[config.mk]
export PLATFORM = sky130hd
export DESIGN_NAME = alu_seq
export DESIGN_NICKNAME = d
export VERILOG_FILES = /design/src/rtl/alu_seq_pkg.sv /design/src/rtl/alu_seq_rf.sv /design/src/rtl/alu_seq.sv
export SDC_FILE = /design/constraint.sdc
export NUM_CORES = 1
export LEC_CHECK = 0
export ABC_AREA = 0
export ABC_CLOCK_PERIOD_IN_PS = 1700
export CAP_MARGIN = 20
export CORE_UTILIZATION = 35
export DETAILED_ROUTE_END_ITERATION = 16
export HOLD_SLACK_MARGIN = 0.06
export PLACE_DENSITY = 0.68
export SLEW_MARGIN = 15
export SYNTH_ARGS = -nofsm -noshare
export SYNTH_HDL_FRONTEND = slang
export SYNTH_SLANG_ARGS = --single-unit
[constraint.sdc]
create_clock -name clk -period 1.7 [get_ports clk]
set_input_delay 0.34 -clock clk [delete_from_list [all_inputs] [get_ports clk]]
set_output_delay 0.34 -clock clk [all_outputs]
set_load 0.05 [all_outputs]
[src/rtl/alu_seq_pkg.sv]
// alu_seq shared definitions: opcodes, ALU op codes, FSM states, widths.
// Optional feature macro: ALU_SEQ_ZERO_EN (adds rsp_zero output in alu_seq).
package alu_seq_pkg;

    localparam int IDX_W  = 2;
    localparam int DATA_W = 8;
    localparam int NREGS  = 1 << IDX_W;

    localparam logic [2:0] OP_ADD   = 3'b000;
    localparam logic [2:0] OP_SUB   = 3'b001;
    localparam logic [2:0] OP_AND   = 3'b010;
    localparam logic [2:0] OP_OR    = 3'b011;
    localparam logic [2:0] OP_LOADI = 3'b100;

    localparam logic [1:0] ALU_ADD = 2'b00;
    localparam logic [1:0] ALU_SUB = 2'b01;
    localparam logic [1:0] ALU_AND = 2'b10;
    localparam logic [1:0] ALU_OR  = 2'b11;

    typedef enum logic [1:0] {
        S_IDLE = 2'd0,
        S_EXEC = 2'd1,
        S_RESP = 2'd2
    } state_t;

    // Opcodes 000-011 map one-to-one onto the external ALU's op codes.
    function automatic logic is_alu_op(input logic [2:0] op);
        return (op[2] == 1'b0);
    endfunction

endpackage

[src/rtl/alu_seq_rf.sv]
// alu_seq register file: 4x8, two async read ports, one sync write port.
// Ports: clk, rst_n (async low), i_ra/i_rb addr -> o_ra/o_rb data, i_we/i_wa/i_wd.
module alu_seq_rf
    import alu_seq_pkg::*;
(
    input  logic              clk,
    input  logic              rst_n,
    input  logic [IDX_W-1:0]  i_ra_addr,
    output logic [DATA_W-1:0] o_ra_data,
    input  logic [IDX_W-1:0]  i_rb_addr,
    output logic [DATA_W-1:0] o_rb_data,
    input  logic              i_we,
    input  logic [IDX_W-1:0]  i_wa,
    input  logic [DATA_W-1:0] i_wd
);

    logic [DATA_W-1:0] r_mem [NREGS];

    always_ff @(posedge clk or negedge rst_n) begin
        if (!rst_n) begin
            for (int i = 0; i < NREGS; i++) begin
                r_mem[i] <= '0;
            end
        end else if (i_we) begin
            r_mem[i_wa] <= i_wd;
        end
    end

    assign o_ra_data = r_mem[i_ra_addr];
    assign o_rb_data = r_mem[i_rb_addr];

endmodule

[src/rtl/alu_seq.sv]
// alu_seq: command sequencer driving an external 8-bit ALU over a 4-entry RF.
// Ports: cmd_* in (valid/ready), alu_* to/from ALU, rsp_* out (valid/ready).
// Optional: ALU_SEQ_ZERO_EN adds rsp_zero (registered rsp_data==0 flag).
module alu_seq
    import alu_seq_pkg::*;
(
    input  logic              clk,
    input  logic              rst_n,
    input  logic              cmd_valid,
    output logic              cmd_ready,
    input  logic [2:0]        cmd_op,
    input  logic [IDX_W-1:0]  cmd_dst,
    input  logic [IDX_W-1:0]  cmd_srca,
    input  logic [IDX_W-1:0]  cmd_srcb,
    input  logic [DATA_W-1:0] cmd_imm,
    output logic [1:0]        alu_op,
    output logic [DATA_W-1:0] alu_a,
    output logic [DATA_W-1:0] alu_b,
    input  logic [DATA_W-1:0] alu_o,
    input  logic              alu_cout,
    output logic              rsp_valid,
    input  logic              rsp_ready,
    output logic [DATA_W-1:0] rsp_data,
    output logic              rsp_carry
`ifdef ALU_SEQ_ZERO_EN
    ,
    output logic              rsp_zero
`endif
);

    state_t            r_state;
    state_t            w_state_nxt;

    logic [DATA_W-1:0] r_alu_a;
    logic [DATA_W-1:0] r_alu_b;
    logic [1:0]        r_alu_op;
    logic [IDX_W-1:0]  r_dst;
    logic [DATA_W-1:0] r_rsp_data;
    logic              r_rsp_carry;

    logic [DATA_W-1:0] w_rd_a;
    logic [DATA_W-1:0] w_rd_b;
    logic              w_rf_we;
    logic [IDX_W-1:0]  w_rf_wa;
    logic [DATA_W-1:0] w_rf_wd;
    logic              w_lat_ops;
    logic              w_cap;
    logic [DATA_W-1:0] w_cap_data;
    logic              w_cap_carry;

    // Reads are combinational off the command, so operands are sampled
    // before any write at the same edge (dst may alias a source).
    alu_seq_rf u_rf (
        .clk       (clk),
        .rst_n     (rst_n),
        .i_ra_addr (cmd_srca),
        .o_ra_data (w_rd_a),
        .i_rb_addr (cmd_srcb),
        .o_rb_data (w_rd_b),
        .i_we      (w_rf_we),
        .i_wa      (w_rf_wa),
        .i_wd      (w_rf_wd)
    );

    always_ff @(posedge clk or negedge rst_n) begin
        if (!rst_n) begin
            r_state <= S_IDLE;
        end else begin
            r_state <= w_state_nxt;
        end
    end

    always_comb begin
        w_state_nxt = r_state;
        w_rf_we     = 1'b0;
        w_rf_wa     = cmd_dst;
        w_rf_wd     = cmd_imm;
        w_lat_ops   = 1'b0;
        w_cap       = 1'b0;
        w_cap_data  = '0;
        w_cap_carry = 1'b0;
        unique case (r_state)
            S_IDLE: begin
                if (cmd_valid) begin
                    if (is_alu_op(cmd_op)) begin
                        w_lat_ops   = 1'b1;
                        w_state_nxt = S_EXEC;
                    end else begin
                        // LOADI and reserved share the short path;
                        // reserved responds with zero and no write.
                        w_cap       = 1'b1;
                        w_state_nxt = S_RESP;
                        if (cmd_op == OP_LOADI) begin
                            w_rf_we    = 1'b1;
                            w_cap_data = cmd_imm;
                        end
                    end
                end
            end
            S_EXEC: begin
                w_rf_we     = 1'b1;
                w_rf_wa     = r_dst;
                w_rf_wd     = alu_o;
                w_cap       = 1'b1;
                w_cap_data  = alu_o;
                w_cap_carry = alu_cout;
                w_state_nxt = S_RESP;
            end
            S_RESP: begin
                if (rsp_ready) begin
                    w_state_nxt = S_IDLE;
                end
            end
            default: begin
                w_state_nxt = S_IDLE;
            end
        endcase
    end

    always_ff @(posedge clk or negedge rst_n) begin
        if (!rst_n) begin
            r_alu_a     <= '0;
            r_alu_b     <= '0;
            r_alu_op    <= ALU_ADD;
            r_dst       <= '0;
            r_rsp_data  <= '0;
            r_rsp_carry <= 1'b0;
        end else begin
            if (w_lat_ops) begin
                r_alu_a  <= w_rd_a;
                r_alu_b  <= w_rd_b;
                r_alu_op <= cmd_op[1:0];
                r_dst    <= cmd_dst;
            end
            if (w_cap) begin
                r_rsp_data  <= w_cap_data;
                r_rsp_carry <= w_cap_carry;
            end
        end
    end

`ifdef ALU_SEQ_ZERO_EN
    logic r_rsp_zero;

    always_ff @(posedge clk or negedge rst_n) begin
        if (!rst_n) begin
            r_rsp_zero <= 1'b0;
        end else if (w_cap) begin
            r_rsp_zero <= (w_cap_data == '0);
        end
    end

    assign rsp_zero = r_rsp_zero;
`endif

    assign cmd_ready = (r_state == S_IDLE);
    assign rsp_valid = (r_state == S_RESP);
    assign rsp_data  = r_rsp_data;
    assign rsp_carry = r_rsp_carry;
    assign alu_a     = r_alu_a;
    assign alu_b     = r_alu_b;
    assign alu_op    = r_alu_op;

endmodule

Yosys cells after proc, flatten, opt, wreduce, memory -nomap -nowiden
Index checks and enable logic that the tools add are counted.

$lt $le $gt $ge: 4. Reduce and logical (&&, ||, !) cells: 3. Equal/unequal tests: 5. Bitwise operators: 3. Muxes and demuxes: 30.

Operators by type and width (number): $mux 8 (9); $bmux 8 s2 (2); $bwmux 32 (1); $demux 8 s2 (1); $pmux 8 s2 (1); $ge 3x3->1 const B (3); $mux 1 (9); $not 2->3 (3); $mux 2 (4); $pmux 2 s3 (1); $pmux 1 s2 (2); $eq 3x3->1 const B (1); $lt 3x1->1 const B (1); $eq 2x1->1 const B (1); $eq 2x2->1 const B (1); $logic_not 2->1 (1); $ne 2x1->1 const B (1); $ne 2x2->1 const B (1); $reduce_and 2->1 (1); $logic_and 1x1->1 (1).

Output and inout port bits: 29. Word-level logic and storage cells: 56. Input port bits: 30. Bits in registers: 63.

Depth between registers and ports, before layout
Depth in word-level cells: 8. Mapped depth: 6. Depth with buffers taken out: 4.

Hierarchy
Synthesis repeated with hierarchy kept, for this count alone.

Cells, all modules: 185. Area total of the unflattened synthesis: 3022.9 sq um.

By module, submodules not included: alu_seq_rf (instances 1, seq. area each 800.8 sq um, area an instance 1590.3 sq um, cells an instance 88); alu_seq (instances 1, seq. area each 775.7 sq um, area an instance 1432.6 sq um, cells an instance 97).

Worst setup path before layout
Ideal clock, no wire load.

Path kind: register to register. Start: reg r_state[0]. End: reg u_rf.r_mem[13] (netlist name). Required time: 1.579 ns. Data arrival time: 1.453 ns. Stages on the path, launching flop included: 7. Period minus slack after synthesis: 1.574 ns. Buffers on the path: 2. Library setup time: 0.121 ns. Setup slack: 0.126 ns. Cells stage by stage: dfrtp_1 > nor2b_1 > clkbuf_1 > buf_2 > mux2i_1 > nand2_1 > o22a_1.

Cells in the longest elaborated chain, start to end: 8. Elaborated cells between the ends (all ways): 12. Those cells by class: order compare (2); eq/ne (1); mux (6); bitwise (1); reduce/logical (2).

RTL lines: from (decl) (RTL line alu_seq.sv:31) `state_t r_state;`; from (signal assigned) (RTL line alu_seq.sv:69) `r_state <= w_state_nxt;`; $eq 2x1->1 (RTL line alu_seq.sv:82) `unique case (r_state)`; $mux 2 (RTL line alu_seq.sv:82); $not 2->3 (implied by the code) (RTL line alu_seq_rf.sv:25) `r_mem[i_wa] <= i_wd;`; $ge 3x3->1 (implied by the code) or $lt 3x1->1 (tied branches) (RTL line alu_seq_rf.sv:25); $logic_and 1x1->1 (implied by the code) (RTL line alu_seq_rf.sv:25); $mux 8 (implied by the code) (RTL line alu_seq_rf.sv:25); $demux 8 s2 (RTL line alu_seq_rf.sv:25); $bwmux 32 (RTL line alu_seq_rf.sv:25); to (signal, indexed assignment) (RTL line alu_seq_rf.sv:25); to (decl) (RTL line alu_seq_rf.sv:17) `logic [DATA_W-1:0] r_mem [NREGS];`.

Parallel ways exist; a longest one is shown, timed or not. A chain may end at the register's enable or synchronous reset.

Final worst setup path
Start: reg r_state[0]. End: out rsp_valid.

Cells in the longest elaborated chain, start to end: 1.

RTL lines: $eq 2x2->1 (RTL line alu_seq.sv:157) `assign rsp_valid = (r_state == S_RESP);`; to (decl) (RTL line alu_seq.sv:21) `output logic rsp_valid,`.

No other way between the ends.

==> metrics list <==
- The clock drives 63 sinks.
- First-pass DRT Iterations: 5
- Top-count cell post-synth: dfrtp_1
- Part of the Yosys area used for sequential elements: 0.527
- Synthesized area divided by synthesized cell count: 14.5 um2
* Combined area of all synthesized cells: 2990 um2
* Max incr delay on CP: 0.43 ns
- Final wirelength: 7050 um
- The critical path is of the reg -> out type.
- Cell count of the worst hold path: 1
- The critical path contains buffers and inverters numbering 3 combined.
- Along the worst path, the maximum fanout reaches 5.
- Instance count of the mapped netlist: 207
- Areal power density over the cells: 1700 nW/um2
- The die is 94.5 um wide.
- At the worst endpoint, the required time is 1.36 ns.
- Core Util, Final: 0.491
- VDD sags by at most 0.627 mV.
- The flow ran to the end, and the final reports show no timing, DRC or antenna violations.
- TritonCTS created 9 clock buffers.
- Setup repair after global routing could not meet its margin everywhere.
- After synthesis, the cell types taking the most area are dfrtp_1 (53%), mux4_2 (12%), o22a_1 (9.4%).
- Top cell types by occurrence after synthesis: dfrtp_1 (63), o22a_1 (32), mux2_2 (20)
- The worst register-to-register path has a setup slack of 0.07 ns.
- The wire-length estimate of the detail-placed layout is 4880 um.
- Layout overhead on the synthesized area: 35.5%
- Routability-driven placement finished with a final weighted congestion of 0.762.
* Worst clock skew on the final layout: 0.00525 ns
* Pin slew with the least headroom to its limit: 0.329 ns
* Data arrival time of the worst path: 1.30 ns
- At the end of the flow, the number of nets in the layout was 317.
* Mean number of vias per cell: 5.35
- Source-to-sink clock delay at the later pin of the worst-skew pair: 0.34 ns
- The tool flagged a number of max-cap violations equal to 0.
* CTS max path bufs: 2
* Clock tree from TritonCTS: done
- Hold endpoint: alu_a[4]$_DFFE_PN0P_
- 0 antenna diodes ended up in the layout.
* Ports: 59
- Critical Path Slowest Stage Cell: dfrtp_1
- In this run, distinct cell masters in the synthesized netlist total 29.
- Row Count: 33
- Startpoint of the most critical hold path: alu_a[4]$_DFFE_PN0P_
- Core footprint: 8260 um2
- The number of antenna violations at the first check in global routing was 0.
- Die Footprint: 8920 um2
* Overall die height: 94.5 um
- Fill count: 737
- Synthesized netlist net count: 237
- Final Hold Viols: 0
- Timing would allow up to 608 MHz.
- Yosys mapped a number of flops with a built-in enable equal to 0.
* Cell breakdown of the critical path: buf_4 > nand2b_1 > inv_2 > buf_12
* H-Tree Level Count: 3
* CP Launch Type: flip-flop
- Setup total negative slack: 0 ns
- Asr flop ratio synth: 1.00
- For this design the static power due to leakage is 1.71 nW.
* Detail Route Antenna Nets: 0
- Final routed wire length divided by cell count: 17.8 um
- The first global-routing pass estimated 11700 um of wire.
- The detailed router placed 2120 vias in this run.
- After detailed routing, the number of remaining DRC violations is 0.
- Destination of the worst register-to-register timing path: u_rf.r_mem[17]$_DFFE_PN0P_
- Of the post-synthesis cell area, the dominant cell type holds 0.527.
- Post-layout minimum cycle time: 1.64 ns
- In this run the worst hold path is classified as reg -> reg.
* Via count of the first global-routing pass: 2279
- The worst setup path is captured at a primary output.
- Clock-pin slew was measured on the worst setup and hold paths at 0.06 ns.
- Overall power: 6.88 mW
* Flops & latches, synth: 63
* Setup violation total in the final timing report: 0
- Cell at the root of the clock tree: clkbuf_8
* Final period utilization: 0.967
- Cell type group with the largest total delay on the critical path: flip-flops
- In this run the tightest slew margin relative to its limit is 0.774.
- Worst reg2reg path depth: 5
- Cell type with the highest aggregate area in the netlist: dfrtp_1
- Largest net degree at the start of global routing: 64
- In the global route stage, overall resource usage came out at 0.178.
- Synth Flop Type: dfrtp_1
- In this run the tool buffered the top-level ports with 58 buffer cells.
* Reg-to-reg startpoint: r_state[1]$_DFFE_PN0P_
- Number of setup buffers added after CTS: 0
- Initial DRC Count: 109
- For this run, the number of Yosys warnings is 0.
- Number of max-slew violations in the final report: 0
* Fraction of layout cells with a size suffix above 1: 0.399
- Initial cell density of the core: 0.362
* Total global routing overflow: 0
-- what timing repair did --
item,CTS,global route
resized for setup,0,9
hold buffers,1,0
endpoints found under the setup margin,0,29
endpoints found under the hold margin,63,0
-- worst register-to-register path, delay by kind of cell, from the launching register on --
family,cells,cell delay [ns]
flops,1,0.39
buf+inv,1,0.17
compound gates,2,0.37
simple gates,2,0.64
-- state kept, by name, summed over array words and instances (netlist names) --
register and cells:
rsp_carry 1, alu_b 8, rsp_data 8, r_dst 2, alu_a 8, u_rf.r_mem 32, r_state 2, alu_op 2
-- layout make-up --
| type | instances | area, um2 | area share |
|---|---|---|---|
| multi-input cells | 122 | 1360 | 0.337 |
| repair buffers | 82 | 790 | 0.195 |
| flip-flops and latches | 63 | 1580 | 0.389 |
| clock buffers | 14 | 153 | 0.0377 |
| well taps | 105 | 131 | 0.0324 |
| clock inverters | 1 | 5.00 | 0.00123 |
| inverters | 9 | 33.8 | 0.00834 |
-- cells in the final DEF, fill, tap and decap left out, types with 2 or more instances in the layout --
cell,netlist,layout
nor2_1,2,2
o22a_1,32,32
inv_1,9,8
mux2i_4,1,4
clkdlybuf4s50_1,0,28
mux2_2,20,20
nand2_1,16,16
clkbuf_1,3,4
buf_12,0,8
mux2i_1,8,5
dfrtp_1,63,63
buf_4,3,43
clkbuf_8,0,10
nor2_4,4,4
mux4_2,16,16
a222oi_1,8,8
-- kinds of logic (layout without fill, tap and decap cells) --
family                 after synthesis  count (layout)  synth area share
AOI/OAI and AO/OA                   45              45             0.143
DFF                                 63              63             0.527
muxes                               46              46             0.235
buffers and inverters               22             106            0.0335
and+or+nand+nor                     31              31            0.0619
-- worst max-delay path by stage --
stage / slack, ns / endpoint / cells past startpoint / start
6_report: 0.06 / rsp_valid / 4 / r_state[0]$_DFFE_PN0P_
5_1_grt: -0.009 / rsp_valid / 4 / r_state[0]$_DFFE_PN0P_
4_1_cts: 0.006 / u_rf.r_mem[17]$_DFFE_PN0P_ / 4 / r_state[1]$_DFFE_PN0P_
3_5_place_dp: -0.25 / alu_b[1]$_DFFE_PN0P_ / 4 / cmd_srcb[0]
3_3_place_gp: -0.24 / alu_b[1]$_DFFE_PN0P_ / 4 / cmd_srcb[0]
2_1_floorplan: 0.13 / u_rf.r_mem[13]$_DFFE_PN0P_ / 6 / r_state[0]$_DFFE_PN0P_
-- through the flow --
step | worst slack, ns | instances | area, um2 | hold slack (ns)
after floorplan | 0.126 | 207 | 2990 | 0.0444
after global placement | -0.238 | 380 | 3840 | 0.382
after detailed placement | -0.248 | 380 | 3840 | 0.383
after CTS | 0.00624 | 396 | 4010 | 0.513
after global routing | -0.00919 | 396 | 4050 | 0.526
final | 0.0558 | 396 | 4050 | 0.508
-- routing by layer --
metal	track usage	wire length, um	up-vias
li1	-	-	964
met1	0.234	3290	1079
met2	0.282	3260	68
met3	0.0403	380	9
met4	0.0795	116	0
met5	0	0	-
-- report_power, final --
part	switching, mW	leakage, nW	total (mW)	internal (mW)
Clock	0.549	0.0805	1.11	0.561
Sequential	0.478	0.735	2.67	2.19
Combinational	1.65	0.895	3.10	1.45
Total	2.68	1.71	6.88	4.20
Note: power is estimated with default switching activity, not from simulation.
